[config.mk]
export PLATFORM = sky130hd
export DESIGN_NAME = uart_alu_frame_ctrl
export DESIGN_NICKNAME = d
export VERILOG_FILES = /design/src/rtl/uart_alu_frame_ctrl.sv
export SDC_FILE = /design/constraint.sdc
export NUM_CORES = 1
export LEC_CHECK = 0
export ABC_AREA = 1
export BUFFER_PORTS_ARGS = -buffer_cell sky130_fd_sc_hd__buf_2
export CAP_MARGIN = 20
export CORE_MARGIN = 2
export CORE_UTILIZATION = 45
export DETAILED_ROUTE_END_ITERATION = 10
export PLACE_DENSITY = 0.78
export SYNTH_ARGS = -nofsm -noshare
export SYNTH_HDL_FRONTEND = slang
export SYNTH_SLANG_ARGS = --single-unit
[constraint.sdc]
create_clock -name i_clk -period 4.5 [get_ports i_clk]
set_clock_uncertainty 0.05 [all_clocks]
set_input_delay 0.225 -clock i_clk [delete_from_list [all_inputs] [get_ports i_clk]]
set_output_delay 0.225 -clock i_clk [all_outputs]
set_load 0.01 [all_outputs]
[src/rtl/uart_alu_frame_ctrl.sv]
// uart_alu_frame_ctrl: framed command sequencer between the UART FIFOs and the ALU.
// Define UART_FRAME_CHECKSUM_EN to add a trailing XOR checksum byte to every frame.
module uart_alu_frame_ctrl #(
    parameter int                    DATA_WIDTH     = 8,
    parameter int                    OPCODE_SZ      = 6,
    parameter logic [DATA_WIDTH-1:0] SYNC_BYTE      = 8'hA5,
    parameter logic [DATA_WIDTH-1:0] ACK_BYTE       = 8'h06,
    parameter logic [DATA_WIDTH-1:0] NAK_BYTE       = 8'h15,
    parameter int                    ALU_LAT        = 1,
    parameter int                    TIMEOUT_CYCLES = 100000
) (
    input  logic                  i_clk,
    input  logic                  i_reset_n,
    input  logic                  i_rx_empty,
    input  logic [DATA_WIDTH-1:0] i_r_data,
    output logic                  o_rd_uart,
    input  logic                  i_tx_full,
    output logic                  o_wr_uart,
    output logic [DATA_WIDTH-1:0] o_w_data,
    input  logic [DATA_WIDTH-1:0] i_result_data,
    output logic [DATA_WIDTH-1:0] o_op_a,
    output logic [DATA_WIDTH-1:0] o_op_b,
    output logic [OPCODE_SZ-1:0]  o_op_code,
    output logic                  o_busy,
    output logic                  o_frame_err
);

    localparam int TMR_W = $clog2(TIMEOUT_CYCLES);
    localparam logic [TMR_W-1:0] TMR_LAST = TMR_W'(TIMEOUT_CYCLES - 1);
    localparam int LAT_W = (ALU_LAT > 1) ? $clog2(ALU_LAT) : 1;
    localparam logic [LAT_W-1:0] LAT_LAST = LAT_W'(ALU_LAT - 1);
`ifdef UART_FRAME_CHECKSUM_EN
    localparam int OP_SHW = DATA_WIDTH;
`else
    localparam int OP_SHW = OPCODE_SZ;
`endif

    typedef enum logic [3:0] {
        ST_HUNT,
        ST_GET_OP,
        ST_GET_A,
        ST_GET_B,
`ifdef UART_FRAME_CHECKSUM_EN
        ST_GET_CK,
`endif
        ST_EXEC,
        ST_TX_STAT,
        ST_TX_RES,
        ST_TX_NAK
    } state_t;

    state_t                state_reg;
    logic [OP_SHW-1:0]     op_shadow_reg;
    logic [DATA_WIDTH-1:0] a_reg;
`ifdef UART_FRAME_CHECKSUM_EN
    logic [DATA_WIDTH-1:0] b_reg;
    logic                  ck_ok;
`endif
    logic [DATA_WIDTH-1:0] result_reg;
    logic [TMR_W-1:0]      tmr_reg;
    logic [LAT_W-1:0]      lat_reg;
    logic [OPCODE_SZ-1:0]  op_code_reg;
    logic [DATA_WIDTH-1:0] op_a_reg;
    logic [DATA_WIDTH-1:0] op_b_reg;

    logic                  receiving;
    logic                  rx_take;
    logic                  tx_take;
    logic                  tmr_expired;
    logic                  commit;
    logic [DATA_WIDTH-1:0] commit_b;
    logic [DATA_WIDTH-1:0] w_data;

    always_comb begin
        receiving = 1'b0;
        case (state_reg)
            ST_HUNT, ST_GET_OP, ST_GET_A, ST_GET_B: receiving = 1'b1;
`ifdef UART_FRAME_CHECKSUM_EN
            ST_GET_CK: receiving = 1'b1;
`endif
            default: receiving = 1'b0;
        endcase
    end

    // Pop is combinational so the FIFO advances at the same edge the byte is captured.
    assign rx_take     = i_reset_n & receiving & ~i_rx_empty;
    assign tx_take     = ~i_tx_full & ((state_reg == ST_TX_STAT) ||
                                       (state_reg == ST_TX_RES)  ||
                                       (state_reg == ST_TX_NAK));
    assign tmr_expired = i_rx_empty && (tmr_reg == TMR_LAST);

`ifdef UART_FRAME_CHECKSUM_EN
    assign ck_ok    = (i_r_data == (op_shadow_reg ^ a_reg ^ b_reg));
    assign commit   = rx_take && (state_reg == ST_GET_CK) && ck_ok;
    assign commit_b = b_reg;
`else
    // Operand B goes straight from the FIFO head into the committed register.
    assign commit   = rx_take && (state_reg == ST_GET_B);
    assign commit_b = i_r_data;
`endif

    always_comb begin
        w_data = '0;
        case (state_reg)
            ST_TX_STAT: w_data = ACK_BYTE;
            ST_TX_RES:  w_data = result_reg;
            ST_TX_NAK:  w_data = NAK_BYTE;
            default:    w_data = '0;
        endcase
    end

    always_ff @(posedge i_clk or negedge i_reset_n) begin
        if (!i_reset_n) begin
            state_reg     <= ST_HUNT;
            op_shadow_reg <= '0;
            a_reg         <= '0;
`ifdef UART_FRAME_CHECKSUM_EN
            b_reg         <= '0;
`endif
            result_reg    <= '0;
            tmr_reg       <= '0;
            lat_reg       <= '0;
            op_code_reg   <= '0;
            op_a_reg      <= '0;
            op_b_reg      <= '0;
        end else begin
            // Every GET_* entry coincides with a consumed byte, which clears the timer.
            if (rx_take) begin
                tmr_reg <= '0;
            end else if (receiving && (state_reg != ST_HUNT) && !tmr_expired) begin
                tmr_reg <= tmr_reg + TMR_W'(1);
            end

            if (commit) begin
                op_code_reg <= op_shadow_reg[OPCODE_SZ-1:0];
                op_a_reg    <= a_reg;
                op_b_reg    <= commit_b;
                lat_reg     <= '0;
            end

            case (state_reg)
                ST_HUNT: begin
                    if (rx_take && (i_r_data == SYNC_BYTE)) state_reg <= ST_GET_OP;
                end
                ST_GET_OP: begin
                    if (rx_take) begin
                        op_shadow_reg <= i_r_data[OP_SHW-1:0];
                        state_reg     <= ST_GET_A;
                    end else if (tmr_expired) begin
                        state_reg <= ST_TX_NAK;
                    end
                end
                ST_GET_A: begin
                    if (rx_take) begin
                        a_reg     <= i_r_data;
                        state_reg <= ST_GET_B;
                    end else if (tmr_expired) begin
                        state_reg <= ST_TX_NAK;
                    end
                end
                ST_GET_B: begin
                    if (rx_take) begin
`ifdef UART_FRAME_CHECKSUM_EN
                        b_reg     <= i_r_data;
                        state_reg <= ST_GET_CK;
`else
                        state_reg <= ST_EXEC;
`endif
                    end else if (tmr_expired) begin
                        state_reg <= ST_TX_NAK;
                    end
                end
`ifdef UART_FRAME_CHECKSUM_EN
                ST_GET_CK: begin
                    if (rx_take) begin
                        state_reg <= ck_ok ? ST_EXEC : ST_TX_NAK;
                    end else if (tmr_expired) begin
                        state_reg <= ST_TX_NAK;
                    end
                end
`endif
                ST_EXEC: begin
                    if (lat_reg == LAT_LAST) begin
                        result_reg <= i_result_data;
                        state_reg  <= ST_TX_STAT;
                    end else begin
                        lat_reg <= lat_reg + LAT_W'(1);
                    end
                end
                ST_TX_STAT: begin
                    if (tx_take) state_reg <= ST_TX_RES;
                end
                ST_TX_RES, ST_TX_NAK: begin
                    if (tx_take) state_reg <= ST_HUNT;
                end
                default: state_reg <= ST_HUNT;
            endcase
        end
    end

    assign o_rd_uart   = rx_take;
    assign o_wr_uart   = tx_take;
    assign o_w_data    = w_data;
    assign o_frame_err = tx_take && (state_reg == ST_TX_NAK);
    assign o_busy      = (state_reg != ST_HUNT);
    assign o_op_code   = op_code_reg;
    assign o_op_a      = op_a_reg;
    assign o_op_b      = op_b_reg;

endmodule

-- Word-level counts from Yosys, hierarchy flattened
Index checks and enable logic that the tools add are counted.
- bitwise operators: 6
- equal/unequal tests: 13
- reduce and logical (&&, ||, !) cells: 18
- add/sub/neg operators: 2
- multiplexer cells: 16
- operator list (cell ; number):
    $mux 17 ; 2
    $mux 4 ; 8
    $pmux 4 s7 ; 1
    $pmux 8 s3 ; 1
    $add 17x1->17 const B ; 1
    $eq 17x17->1 const B ; 1
    $eq 4x3->1 const B ; 4
    $eq 4x2->1 const B ; 2
    $eq 8x8->1 const B ; 1
    $ne 2x2->1 const B ; 4
    $logic_and 1x1->1 ; 6
    $reduce_and 2->1 ; 3
    $eq 4x1->1 const B ; 1
    $logic_not 4->1 ; 1
    $mux 1 ; 4
    $reduce_and 4->1 ; 1
    $reduce_bool 4->1 ; 1
    $reduce_or 4->1 ; 1
    $and 1x1->1 ; 3
    $not 1->1 ; 3
    $logic_or 1x1->1 ; 2
    $reduce_bool 2->1 ; 1
    $reduce_or 2->1 ; 1
    $add 1x1->1 const B ; 1
    $logic_not 1->1 ; 1
- bits of input ports: 20
- logic and storage cells: 64
- flip-flop bits (word level): 66
- output and inout port bits: 34

-- Longest topological paths before layout
- depth after elaboration: 9
- gate-level depth with buffers: 11
- gate-level depth less buffers: 11

-- Worst setup path before layout
No wires, ideal clock.
- path kind: reg2reg
- start point: register tmr_reg[0]
- end point: register tmr_reg[14]
- setup time: 0.118 ns
- buffers on the path: 1
- clock period less this slack: 1.560 ns
- stages on the path, launching flop included: 12
- data arrival time: 1.392 ns
- slack: 2.940 ns
- data required time: 4.332 ns
- path through: dfrtp_1 -> ha_1 -> nand2_2 -> nor2_4 -> inv_2 -> nor2_2 -> nand2_2 -> nand2_4 -> nand2_2 -> buf_6 -> nand2_1 -> o21ai_2
- cells in the longest elaborated chain, start to end: 5
- elaborated cells on any way between the ends: 8
- classes of those cells: 1 x add/sub; 1 x eq/ne; 2 x mux; 4 x reduce/logical
- ends and longest elaborated chain (item ; line ; source):
    start, declared ; 60 ; logic [TMR_W-1:0] tmr_reg;
    start signal, assigned ; 131 ; tmr_reg <= tmr_reg + TMR_W'(1);
    parallel branches: the longest is 5 deep, another holds $add 17x1->17 ; - ;
Parallel ways; which one is timed is not known. The select of a mux whose other input is x is not followed.
A chain may end at the register's enable or synchronous reset.

-- Final worst setup path
- start point: register state_reg[3]
- end point: register op_code_reg[5], in the netlist o_op_code[5]
- cells in the longest elaborated chain, start to end: 6
- elaborated cells on any way between the ends: 9
- classes of those cells: 3 x eq/ne; 1 x mux; 2 x bitwise; 3 x reduce/logical
- ends and longest elaborated chain (item ; line ; source):
    start, declared ; 52 ; state_t state_reg;
    start signal, assigned ; 114 ; state_reg <= ST_HUNT;
    start signal, assigned ; 143 ; if (rx_take && (i_r_data == SYNC_BYTE)) state_reg <= ST_GET_OP;
    start signal, assigned ; 148 ; state_reg <= ST_GET_A;
    $eq 4x2->1, or another cell as far along ; 76, 98 ;
    $reduce_or 4->1 ; 76 ; case (state_reg)
    $mux 1 ; 76 ;
    $and 1x1->1 (2 in series) ; 86 ; assign rx_take = i_reset_n & receiving & ~i_rx_empty;
    $logic_and 1x1->1 (*) ; 98 ; assign commit = rx_take && (state_reg == ST_GET_B);
    end signal, assigned ; 135 ; op_code_reg <= op_shadow_reg[OPCODE_SZ-1:0];
    end, declared ; 62 ; logic [OPCODE_SZ-1:0] op_code_reg;
Every way passes the cells marked *; elsewhere a longest branch is shown, timed or not.

==> reports/metrics.cfg <==
[placed_design]
place_area_mm2 = 0.00358
dp_hpwl_um = 4830
dp.cells = 528
io_buffers = 53
gp_congestion = 0.934
pre_cts_ws_ns = 2.14

[floorplanning]
core_mm2 = 0.00714
fp.dieArea_mm2 = 0.00796
die_height_um = 89.2
start_util_pct = 45.8
ios = 54
die_w_um = 89.2
core.rowCount = 31

[timing]
rsz0062_at_grt = no
final-setup-viol-count = 0
post-route-min-period_ns = 2.33
fin_ws_ns = 2.17
maxSlewHeadroom_pct = 46.2
worstMarginPinSlew_ns = 0.807
period_share_pct = 51.7
hold_viol = 0
maxSlewViolCount = 0
fmax_mhz = 430
tns_ns = 0
hold_ws_ns = 0.0472

[synth]
synth_area_mm2 = 0.00327
synth-edff-count = 0
ys_seq_elements = 66
avgSynthCellArea_um2 = 8.45
synth_cell_type_count = 34
ys_warn_count = 0
ys.flop_type = dfrtp_1
syn_nets = 408
synth_seq_area_share_pct = 50.5
synthCells = 387
synthArstFlopShare_pct = 100

[min_path]
hold_path_class = input pin to flip-flop

[routing]
viasPerCell = 4.90
avgRoutedWirePerCell_um = 12.3
wirelength_um = 6720
post-route-drc-count = 0
ant_nets = 0
first_pass_iters = 4
drtIter0Drc = 138
vias = 2663

[worst_setup_path]
endpoint = o_op_code[5]$_DFFE_PN0P_
crit_path_top_delay_cell = mux2_1
ff2ff_setup_slack_ns = 2.17
r2r_end = o_op_code[5]$_DFFE_PN0P_
slowest_delay_ns = 0.45
cp.arrival_ns = 2.50
path_class = flip-flop to flip-flop
critPathCaptureType = flip-flop
critPathLaunch = state_reg[3]$_DFFE_PN0P_
crit_path_max_fanout = 32
cp-start-kind = flip-flop
r2r_cells = 5
cp.required_ns = 4.67
reg2reg_from = state_reg[3]$_DFFE_PN0P_
path_cells = nor2_2, nand3_2, clkinv_2, nand2_2, mux2_1

[cells_and_area]
nFillCells = 664
final_common_cell = nand2_1
postLayoutCellArea_mm2 = 0.00381
area_growth_pct = 16.5
drive_gt1_share_pct = 21.3
final_cell_mix = 99 x nand2_1, 66 x dfrtp_1, 53 x buf_2, 51 x nor2_1, 32 x nand3_1
diodes = 0
largest_register_ffs = 17
nNetsFinal = 461
instances_no_fill = 544
final_core_util_pct = 53.4

[global_routing]
grt_pass1_wl_um = 11800
grt_pass1_vias = 2633
antenna_found_initial = 0
grt_use_total_pct = 19.2
met3_usage_pct = 5.17
grt_busiest_layer = met2
grt_max_degree = 67
grt_util_met2_pct = 30.0
use_met1_pct = 26.0
overflow = 0

[cts]
hold_buffers = 0
cts.sink_count = 66
cts.clk_slew.worst_paths_ns = 0.07
cts_tree = yes
htreeDepth = 3
cts_buffers = 9
post_cts_resized = 0
clockBufferDepth = 2
postCtsSetupRepairBufs = 0
root_buffer = clkbuf_8
insertion_delay_ns = 0.34

[power_and_ir_drop]
p_comb_share_pct = 17.0
p_clk_share_pct = 35.2
power_density_mw_per_mm2 = 416
seq_power_share_pct = 47.8
p_sw_share_pct = 30.2
vdd_drop_max_mv = 0.237
power.internal_mw = 1.10
p_leak_nw = 2.07
p_switching_uw = 479
p_total_mw = 1.58

[flow_run]
maxCapViolCount = 0

[run_status]
outcome = finished, final reports clean

==> final cells by class <==
cell class                 instances  area [µm²]  share of cell area, %
timing repair buffer              54         273                   7.16
sequential                        66        1650                   43.4
tap                               99         124                   3.25
multi-input combinational        272        1400                   36.6
inverter                          37         140                   3.68
clock buffer                       9         124                   3.25
clock inverter                     7         101                   2.66
==> worst max-delay path: cells and delay by family, from the launching register on <==
kind                   cells  cell delay [ns]
buffers and inverters      1             0.37
and+or+nand+nor            3             0.94
muxes                      1             0.45
DFF                        1             0.39
==> logic make-up after synthesis <==
family	count (synthesis)	synth area share [%]
compound gates	39	6.62
xor+xnor	12	3.21
fa+ha+maj	1	0.383
buf+inv	49	6.81
flops	66	50.5
mux	18	6.20
other cells	1	0.115
simple gates	201	26.1
==> synth_stat cells, types with 2 or more instances <==
cell / n / share of area, %
nor2_2: 4 / 0.77
buf_2: 3 / 0.46
dfrtp_1: 66 / 51
nand4_1: 2 / 0.38
xor2_1: 12 / 3.2
inv_1: 31 / 3.6
nor3_1: 3 / 0.46
o21ai_2: 3 / 0.80
clkbuf_1: 3 / 0.34
nand3_1: 32 / 4.9
nand2_2: 4 / 0.77
o21ai_1: 8 / 1.2
buf_6: 4 / 1.4
nand2_1: 99 / 11
inv_2: 5 / 0.57
a21oi_1: 6 / 0.92
mux2_1: 15 / 5.2
nor2_1: 51 / 5.9
o21ai_0: 19 / 2.9
mux2_2: 3 / 1.0
==> power by group through the flow <==
stage / Clock, mW / Sequential, mW / Combinational (mW)
after floorplan: 0 / 0.755 / 0.205
after global placement: 0 / 0.761 / 0.262
after detailed placement: 0 / 0.768 / 0.271
after CTS: 0.569 / 0.756 / 0.272
after global routing: 0.597 / 0.770 / 0.317
final: 0.558 / 0.757 / 0.269
==> worst min-delay path by stage <==
stage / from / to / slack (ns) / cells past startpoint
floorplan: i_reset_n / a_reg[0]$_DFFE_PN0P_ / -0.12 / 0
global placement: i_result_data[4] / result_reg[4]$_DFFE_PN0P_ / 0.39 / 2
detailed placement: i_result_data[2] / result_reg[2]$_DFFE_PN0P_ / 0.39 / 2
CTS: i_result_data[2] / result_reg[2]$_DFFE_PN0P_ / 0.03 / 2
global route: i_result_data[2] / result_reg[2]$_DFFE_PN0P_ / 0.03 / 2
finish: i_result_data[2] / result_reg[2]$_DFFE_PN0P_ / 0.05 / 2
==> metal layers <==
layer | part of all wire (%) | routed length (µm)
met2 | 47 | 3130
met4 | 1.0 | 68
met1 | 46 | 3120
met5 | 0 | 0
met3 | 6.0 | 400
Note: power is estimated with default switching activity, not from simulation.
